--- src/rtl/bram_arbiter_if.sv ---
// Bus bundle between the two RAM clients, the arbiter and the block RAM.
`timescale 1ns/1ps

interface bram_arbiter_if #(
    parameter int unsigned ADDR_W = 4,
    parameter int unsigned DATA_W = 8
) ();

    // Requester A
    logic              req_a;
    logic              we_a;
    logic [ADDR_W-1:0] addr_a;
    logic [DATA_W-1:0] wdata_a;
    logic              gnt_a;
    logic              rvalid_a;
    logic [DATA_W-1:0] rdata_a;

    // Requester B
    logic              req_b;
    logic              we_b;
    logic [ADDR_W-1:0] addr_b;
    logic [DATA_W-1:0] wdata_b;
    logic              gnt_b;
    logic              rvalid_b;
    logic [DATA_W-1:0] rdata_b;

    // Block RAM control and data
    logic              ram_w_en;
    logic              ram_r_en;
    logic [ADDR_W-1:0] ram_w_addr;
    logic [ADDR_W-1:0] ram_r_addr;
    logic [DATA_W-1:0] ram_w_data;
    logic [DATA_W-1:0] ram_r_data;

    // Arbiter side: consumes requests and RAM read data, owns grants and RAM strobes
    modport slave (
        input  req_a, we_a, addr_a, wdata_a,
        input  req_b, we_b, addr_b, wdata_b,
        input  ram_r_data,
        output gnt_a, rvalid_a, rdata_a,
        output gnt_b, rvalid_b, rdata_b,
        output ram_w_en, ram_r_en, ram_w_addr, ram_r_addr, ram_w_data
    );

    // Client/RAM side: drives requests and RAM read data
    modport master (
        output req_a, we_a, addr_a, wdata_a,
        output req_b, we_b, addr_b, wdata_b,
        output ram_r_data,
        input  gnt_a, rvalid_a, rdata_a,
        input  gnt_b, rvalid_b, rdata_b,
        input  ram_w_en, ram_r_en, ram_w_addr, ram_r_addr, ram_w_data
    );

endinterface

--- src/rtl/bram_arbiter.sv ---
// Two-client arbiter in front of a single registered-read block RAM.
// One access per clock, round-robin or fixed A-priority, and a tagged
// two-stage read-return pipeline that routes each result to its issuer.
`timescale 1ns/1ps

module bram_arbiter #(
    parameter int unsigned ADDR_W        = 4,
    parameter int unsigned DATA_W        = 8,
    parameter int unsigned PRIORITY_MODE = 0
) (
    input  logic          clk,
    input  logic          rst_n,
    bram_arbiter_if.slave bus
);

    localparam bit FIXED_PRIO = (PRIORITY_MODE == 32'd1);

    typedef enum logic {
        OWNER_A = 1'b0,
        OWNER_B = 1'b1
    } owner_e;

    // Arbitration (combinational)
    logic              elig_a_c;
    logic              elig_b_c;
    logic              win_a_c;
    logic              win_b_c;
    logic              sel_we_c;
    logic [ADDR_W-1:0] sel_addr_c;
    logic [DATA_W-1:0] sel_wdata_c;

    // Issue stage
    owner_e            last_grant_q, last_grant_d;
    logic              gnt_a_q, gnt_a_d;
    logic              gnt_b_q, gnt_b_d;
    logic              ram_w_en_q, ram_w_en_d;
    logic              ram_r_en_q, ram_r_en_d;
    logic [ADDR_W-1:0] ram_w_addr_q, ram_w_addr_d;
    logic [ADDR_W-1:0] ram_r_addr_q, ram_r_addr_d;
    logic [DATA_W-1:0] ram_w_data_q, ram_w_data_d;

    // Read tag pipeline: stage 0 rides with the RAM read strobe,
    // stage 1 lines up with ram_r_data being valid
    logic              tag_vld0_q, tag_vld0_d;
    owner_e            tag_own0_q, tag_own0_d;
    logic              tag_vld1_q, tag_vld1_d;
    owner_e            tag_own1_q, tag_own1_d;

    // Read return
    logic              rvalid_a_q, rvalid_a_d;
    logic              rvalid_b_q, rvalid_b_d;
    logic [DATA_W-1:0] rdata_a_q, rdata_a_d;
    logic [DATA_W-1:0] rdata_b_q, rdata_b_d;

    // Pick a winner among requests not currently seeing their own grant
    always_comb begin
        elig_a_c = bus.req_a & ~gnt_a_q;
        elig_b_c = bus.req_b & ~gnt_b_q;
        win_a_c  = 1'b0;
        win_b_c  = 1'b0;
        if (elig_a_c && elig_b_c) begin
            if (FIXED_PRIO || (last_grant_q == OWNER_B)) begin
                win_a_c = 1'b1;
            end else begin
                win_b_c = 1'b1;
            end
        end else begin
            win_a_c = elig_a_c;
            win_b_c = elig_b_c;
        end
        sel_we_c    = win_a_c ? bus.we_a    : bus.we_b;
        sel_addr_c  = win_a_c ? bus.addr_a  : bus.addr_b;
        sel_wdata_c = win_a_c ? bus.wdata_a : bus.wdata_b;
    end

    // Next issue-stage values: grant pulse, RAM strobes, read tag entry
    always_comb begin
        gnt_a_d      = 1'b0;
        gnt_b_d      = 1'b0;
        ram_w_en_d   = 1'b0;
        ram_r_en_d   = 1'b0;
        ram_w_addr_d = ram_w_addr_q;
        ram_r_addr_d = ram_r_addr_q;
        ram_w_data_d = ram_w_data_q;
        last_grant_d = last_grant_q;
        tag_vld0_d   = 1'b0;
        tag_own0_d   = tag_own0_q;
        if (win_a_c || win_b_c) begin
            gnt_a_d      = win_a_c;
            gnt_b_d      = win_b_c;
            last_grant_d = win_a_c ? OWNER_A : OWNER_B;
            if (sel_we_c) begin
                ram_w_en_d   = 1'b1;
                ram_w_addr_d = sel_addr_c;
                ram_w_data_d = sel_wdata_c;
            end else begin
                ram_r_en_d   = 1'b1;
                ram_r_addr_d = sel_addr_c;
                tag_vld0_d   = 1'b1;
                tag_own0_d   = win_a_c ? OWNER_A : OWNER_B;
            end
        end
    end

    // Advance read tags and steer returning RAM data to its owner
    always_comb begin
        tag_vld1_d = tag_vld0_q;
        tag_own1_d = tag_own0_q;
        rvalid_a_d = tag_vld1_q && (tag_own1_q == OWNER_A);
        rvalid_b_d = tag_vld1_q && (tag_own1_q == OWNER_B);
        rdata_a_d  = rdata_a_q;
        rdata_b_d  = rdata_b_q;
        if (rvalid_a_d) begin
            rdata_a_d = bus.ram_r_data;
        end
        if (rvalid_b_d) begin
            rdata_b_d = bus.ram_r_data;
        end
    end

    // State registers; reset flushes in-flight reads and favours A on the first tie
    always_ff @(posedge clk or negedge rst_n) begin
        if (!rst_n) begin
            last_grant_q <= OWNER_B;
            gnt_a_q      <= 1'b0;
            gnt_b_q      <= 1'b0;
            ram_w_en_q   <= 1'b0;
            ram_r_en_q   <= 1'b0;
            ram_w_addr_q <= '0;
            ram_r_addr_q <= '0;
            ram_w_data_q <= '0;
            tag_vld0_q   <= 1'b0;
            tag_own0_q   <= OWNER_A;
            tag_vld1_q   <= 1'b0;
            tag_own1_q   <= OWNER_A;
            rvalid_a_q   <= 1'b0;
            rvalid_b_q   <= 1'b0;
            rdata_a_q    <= '0;
            rdata_b_q    <= '0;
        end else begin
            last_grant_q <= last_grant_d;
            gnt_a_q      <= gnt_a_d;
            gnt_b_q      <= gnt_b_d;
            ram_w_en_q   <= ram_w_en_d;
            ram_r_en_q   <= ram_r_en_d;
            ram_w_addr_q <= ram_w_addr_d;
            ram_r_addr_q <= ram_r_addr_d;
            ram_w_data_q <= ram_w_data_d;
            tag_vld0_q   <= tag_vld0_d;
            tag_own0_q   <= tag_own0_d;
            tag_vld1_q   <= tag_vld1_d;
            tag_own1_q   <= tag_own1_d;
            rvalid_a_q   <= rvalid_a_d;
            rvalid_b_q   <= rvalid_b_d;
            rdata_a_q    <= rdata_a_d;
            rdata_b_q    <= rdata_b_d;
        end
    end

    assign bus.gnt_a      = gnt_a_q;
    assign bus.gnt_b      = gnt_b_q;
    assign bus.rvalid_a   = rvalid_a_q;
    assign bus.rvalid_b   = rvalid_b_q;
    assign bus.rdata_a    = rdata_a_q;
    assign bus.rdata_b    = rdata_b_q;
    assign bus.ram_w_en   = ram_w_en_q;
    assign bus.ram_r_en   = ram_r_en_q;
    assign bus.ram_w_addr = ram_w_addr_q;
    assign bus.ram_r_addr = ram_r_addr_q;
    assign bus.ram_w_data = ram_w_data_q;

`ifndef SYNTHESIS
    // Structural invariants of the issue and return stages
    a_enables_exclusive: assert property (@(posedge clk) disable iff (!rst_n)
        !(ram_w_en_q && ram_r_en_q));
    a_grants_exclusive: assert property (@(posedge clk) disable iff (!rst_n)
        !(gnt_a_q && gnt_b_q));
    a_rvalid_exclusive: assert property (@(posedge clk) disable iff (!rst_n)
        !(rvalid_a_q && rvalid_b_q));
    a_gnt_a_masked: assert property (@(posedge clk) disable iff (!rst_n)
        gnt_a_q |=> !gnt_a_q);
    a_gnt_b_masked: assert property (@(posedge clk) disable iff (!rst_n)
        gnt_b_q |=> !gnt_b_q);
`endif

endmodule

--- src/flat_wrapper.sv ---
// flat-port wrapper written by rule: the top's interface ports become plain ports
module bram_arbiter_flat 
#(
    parameter int unsigned ADDR_W        = 4,
    parameter int unsigned DATA_W        = 8,
    parameter int unsigned PRIORITY_MODE = 0
)
  (clk, rst_n, bus_req_a, bus_we_a, bus_addr_a, bus_wdata_a, bus_req_b, bus_we_b, bus_addr_b, bus_wdata_b, bus_ram_r_data, bus_gnt_a, bus_rvalid_a, bus_rdata_a, bus_gnt_b, bus_rvalid_b, bus_rdata_b, bus_ram_w_en, bus_ram_r_en, bus_ram_w_addr, bus_ram_r_addr, bus_ram_w_data);
  bram_arbiter_if #(.ADDR_W(ADDR_W), .DATA_W(DATA_W)) bus_i ();
  input  logic clk;
  input  logic rst_n;
  input wire logic [$bits(bus_i.req_a)-1:0] bus_req_a;
  input wire logic [$bits(bus_i.we_a)-1:0] bus_we_a;
  input wire logic [$bits(bus_i.addr_a)-1:0] bus_addr_a;
  input wire logic [$bits(bus_i.wdata_a)-1:0] bus_wdata_a;
  input wire logic [$bits(bus_i.req_b)-1:0] bus_req_b;
  input wire logic [$bits(bus_i.we_b)-1:0] bus_we_b;
  input wire logic [$bits(bus_i.addr_b)-1:0] bus_addr_b;
  input wire logic [$bits(bus_i.wdata_b)-1:0] bus_wdata_b;
  input wire logic [$bits(bus_i.ram_r_data)-1:0] bus_ram_r_data;
  output wire logic [$bits(bus_i.gnt_a)-1:0] bus_gnt_a;
  output wire logic [$bits(bus_i.rvalid_a)-1:0] bus_rvalid_a;
  output wire logic [$bits(bus_i.rdata_a)-1:0] bus_rdata_a;
  output wire logic [$bits(bus_i.gnt_b)-1:0] bus_gnt_b;
  output wire logic [$bits(bus_i.rvalid_b)-1:0] bus_rvalid_b;
  output wire logic [$bits(bus_i.rdata_b)-1:0] bus_rdata_b;
  output wire logic [$bits(bus_i.ram_w_en)-1:0] bus_ram_w_en;
  output wire logic [$bits(bus_i.ram_r_en)-1:0] bus_ram_r_en;
  output wire logic [$bits(bus_i.ram_w_addr)-1:0] bus_ram_w_addr;
  output wire logic [$bits(bus_i.ram_r_addr)-1:0] bus_ram_r_addr;
  output wire logic [$bits(bus_i.ram_w_data)-1:0] bus_ram_w_data;
  assign bus_i.req_a = bus_req_a;
  assign bus_i.we_a = bus_we_a;
  assign bus_i.addr_a = bus_addr_a;
  assign bus_i.wdata_a = bus_wdata_a;
  assign bus_i.req_b = bus_req_b;
  assign bus_i.we_b = bus_we_b;
  assign bus_i.addr_b = bus_addr_b;
  assign bus_i.wdata_b = bus_wdata_b;
  assign bus_i.ram_r_data = bus_ram_r_data;
  assign bus_gnt_a = bus_i.gnt_a;
  assign bus_rvalid_a = bus_i.rvalid_a;
  assign bus_rdata_a = bus_i.rdata_a;
  assign bus_gnt_b = bus_i.gnt_b;
  assign bus_rvalid_b = bus_i.rvalid_b;
  assign bus_rdata_b = bus_i.rdata_b;
  assign bus_ram_w_en = bus_i.ram_w_en;
  assign bus_ram_r_en = bus_i.ram_r_en;
  assign bus_ram_w_addr = bus_i.ram_w_addr;
  assign bus_ram_r_addr = bus_i.ram_r_addr;
  assign bus_ram_w_data = bus_i.ram_w_data;
  bram_arbiter #(.ADDR_W(ADDR_W), .DATA_W(DATA_W), .PRIORITY_MODE(PRIORITY_MODE)) u_core (.clk(clk), .rst_n(rst_n), .bus(bus_i));
endmodule
--- config.mk ---
export PLATFORM = sky130hd
export DESIGN_NAME = bram_arbiter_flat
export DESIGN_NICKNAME = d
export VERILOG_FILES = /design/src/rtl/bram_arbiter_if.sv /design/src/rtl/bram_arbiter.sv /design/src/flat_wrapper.sv
export SDC_FILE = /design/constraint.sdc
export NUM_CORES = 1
export LEC_CHECK = 0
export CAP_MARGIN = 20
export CORE_UTILIZATION = 37
export CTS_CLUSTER_SIZE = 25
export DETAILED_ROUTE_END_ITERATION = 16
export PLACE_DENSITY = 0.82
export SLEW_MARGIN = 0
export SYNTH_ARGS = -nofsm -noshare
export SYNTH_HDL_FRONTEND = slang
export SYNTH_SLANG_ARGS = --single-unit
--- constraint.sdc ---
create_clock -name clk -period 1.5 [get_ports clk]
set_clock_uncertainty 0.05 [all_clocks]
set_input_delay 0.225 -clock clk [delete_from_list [all_inputs] [get_ports clk]]
set_output_delay 0.225 -clock clk [all_outputs]
set_load 0.01 [all_outputs]
==> run metrics <==
status=finished, violations left; failing checks=negative setup slack; # H-tree levels=2; clock buffer count from CTS=5; Slew Limit Fails=0; Reg2Reg Depth=4; Syn Area/Cell=roughly 15 um2; Initial Util=a little under 40%; max_cap viols=0; Worst Setup End Kind=register; first-pass GRT wire length=6890 um; final net count=roughly 250; Primary FF master, synth=dfrtp_1; CTS max path bufs=2; HP Class=in -> reg; async set-reset flop share out of synthesis=100%; GPL Wtd Cong=0.795; CTS tree=yes; fin crit period=1.51 ns; number of I/O port buffers=75; Die Wd=70.1 um; peak supply drop=around 560 uV; largest net degree at the start of global routing=30; # fillers=roughly 350; fin cells=266; WL per Instance=16.3 um; Post-Syn Nets=around 160; I/O pin total=76; DRC Markers=0; CP max FO=12; placed cells=roughly 250; initial drt markers=49; Root Driver=clkbuf_8; Worst setup SP type=register; layout cell share with drive strength beyond 1=28.5%; row count=24; Placed Area=2600 um2; vias in the first global route=~1400; Die Height=70.1 um; RSZ-0062 raised after global routing=true; final worst slack=-0.00903 ns; # clock sinks=42; Netlist cell types=22; clock-pin slew on the worst setup and hold paths=0.08 ns; Final Core Density=64.7%; final hold violation count=0; Vias=1383; Post-synth EDFFs=0; Critical Path Start=u_core.bus.gnt_b; CP Class=reg -> reg; post-synthesis cell area=roughly 1700 um2; fmax=0.663 GHz; R2R Setup Slk=-0.009 ns; vias per cell=5.20; initial antenna violation count=0; fin crit share=101%; Clock Latency Late Sink=0.28 ns; Relative slew margins=between 70 and 80%; n_diodes=0; P&R area growth vs syn=66.4%; Design Area, Final=2860 um2; Synth Instances=118; Data arrival, critical path=between 1.5 and 2 ns; Die ar.=4910 um2; TritonRoute pass-1 iters=4; YS warnings=0; Post-DRT Antenna Nets=0; worst slew pin tran=between 0.3 and 0.4 ns; worst reg2reg path startpoint=u_core.bus.gnt_b; gr ovfl total=0; Power Dens Cells=1430 nW/um2; Seq/Total Area, Yosys=61.3%; Setup-failing EPs final=3; #FFs+latches synth=42; pre-CTS setup slack=-0.395 ns; capturing point of the worst reg2reg path=u_core.bus.ram_w_addr[0]; WL final=4330 um; CORE AREA=4410 um2; leakage=about 1.3 nW; total track usage=between 10% and 20%; Critical Path End=u_core.bus.ram_w_addr[0]; Required @ worst endpoint=1.62 ns
==> metal layers <==
layer  global-route usage, %  vias to the layer above  part of all wire [%]  routed length, um
li1                        -                      641                     -                  -
met1                    23.6                      666                    42               1830
met2                    29.5                       70                    50               2160
met3                    5.05                        6                   6.6                285
met4                    5.11                        0                   1.2                 53
met5                       0                        -                     0                  0
==> cells in the mapped netlist, types with 3 or more instances <==
cell type / n / area [um2]
clkbuf_1: 3 / 11.3
dfrtp_1: 41 / 1030
inv_1: 3 / 11.3
mux2_2: 16 / 180
nor3b_1: 3 / 22.5
o221a_1: 9 / 101
o221a_2: 7 / 78.8
or3_1: 16 / 100
==> how the worst min path moves through the flow <==
stage,start,to,cells after the start
2_1_floorplan,rst_n,u_core.bus.gnt_a,0
3_3_place_gp,rst_n,u_core.tag_vld1_q,1
3_5_place_dp,rst_n,u_core.tag_vld1_q,1
4_1_cts,rst_n,u_core.bus.ram_r_addr[1],2
5_1_grt,bus_req_a,u_core.bus.gnt_a,2
6_report,bus_req_a,u_core.bus.gnt_a,2
==> through the flow <==
stage	hold WS [ns]	power, mW	setup TNS, ns
finish	0.260	4.09	-0.0108
global route	0.257	4.31	-0.426
CTS	0.333	4.08	0
detailed placement	0.0974	3.36	-6.45
global placement	0.0880	3.31	-5.70
floorplan	-0.121	2.36	0
==> state kept, by name, summed over array words and instances, names as in the netlist, 4 cells and up <==
register               flops
u_core.bus.ram_w_data      8
u_core.bus.rdata_a         8
u_core.bus.rdata_b         8
u_core.bus.ram_r_addr      4
u_core.bus.ram_w_addr      4
==> critical path, cell delays in order, from the launching register on <==
cell,delay [ns]
dfrtp_2,0.43
nand3b_1,0.26
buf_6,0.20
or3_1,0.32
o221a_1,0.13
==> what timing repair did <==
action,in CTS,in global routing
pin swaps,0,1
hold endpoints to repair,12,0
buffers inserted,0,5
cloned,0,1
hold buffers,1,0
gates resized for setup,8,23
endpoints found under the setup margin,18,26
==> cell usage in the layout, fill, tap and decap left out <==
cell and count:
dfrtp_1 40, nor2_1 2, or3_1 16, and3b_2 2, buf_4 12, dlygate4sd3_1 1
nand2b_1 1, dlymetal6s2s_1 13, nand2b_4 1, buf_12 2, o221a_1 9, dlygate4sd2_1 3
o221a_4 1, nand2_1 1, nand3b_1 1, buf_6 3, dfrtp_2 1, inv_1 3
o221a_2 6, or3b_4 3, o21a_1 1, nand2_4 1, o2bb2ai_4 1, nor3b_1 2
mux2_2 16, buf_8 1, a21oi_1 1, clkbuf_1 1, o2bb2ai_2 1, clkbuf_8 6
o22ai_4 1, dfstp_2 1, buf_2 1, clkdlybuf4s50_1 58, nor3b_2 1
==> cells by family (layout without fill, tap and decap cells) <==
family / Yosys count / in the layout / synth area share [%]
AOI/OAI and AO/OA: 20 / 21 / 13.3
buffers and inverters: 9 / 104 / 2.84
and+or+nand+nor: 31 / 31 / 12.0
DFF: 42 / 42 / 61.3
muxes: 16 / 16 / 10.5
==> layout make-up <==
type / instances / area (um2) / area share [%]
inverter: 3 / 11.3 / 0.394
sequential: 42 / 1050 / 36.9
clock buffer: 7 / 86.3 / 3.02
timing repair buffer: 94 / 963 / 33.7
multi-input combinational: 68 / 676 / 23.7
tap: 52 / 65.1 / 2.28
==> power breakdown <==
group	total, mW	internal [mW]	switching, mW
logic	1.65	1.06	0.591
registers	1.72	1.52	0.207
clock network	0.711	0.365	0.346
Power figures use the tool's default switching activity.
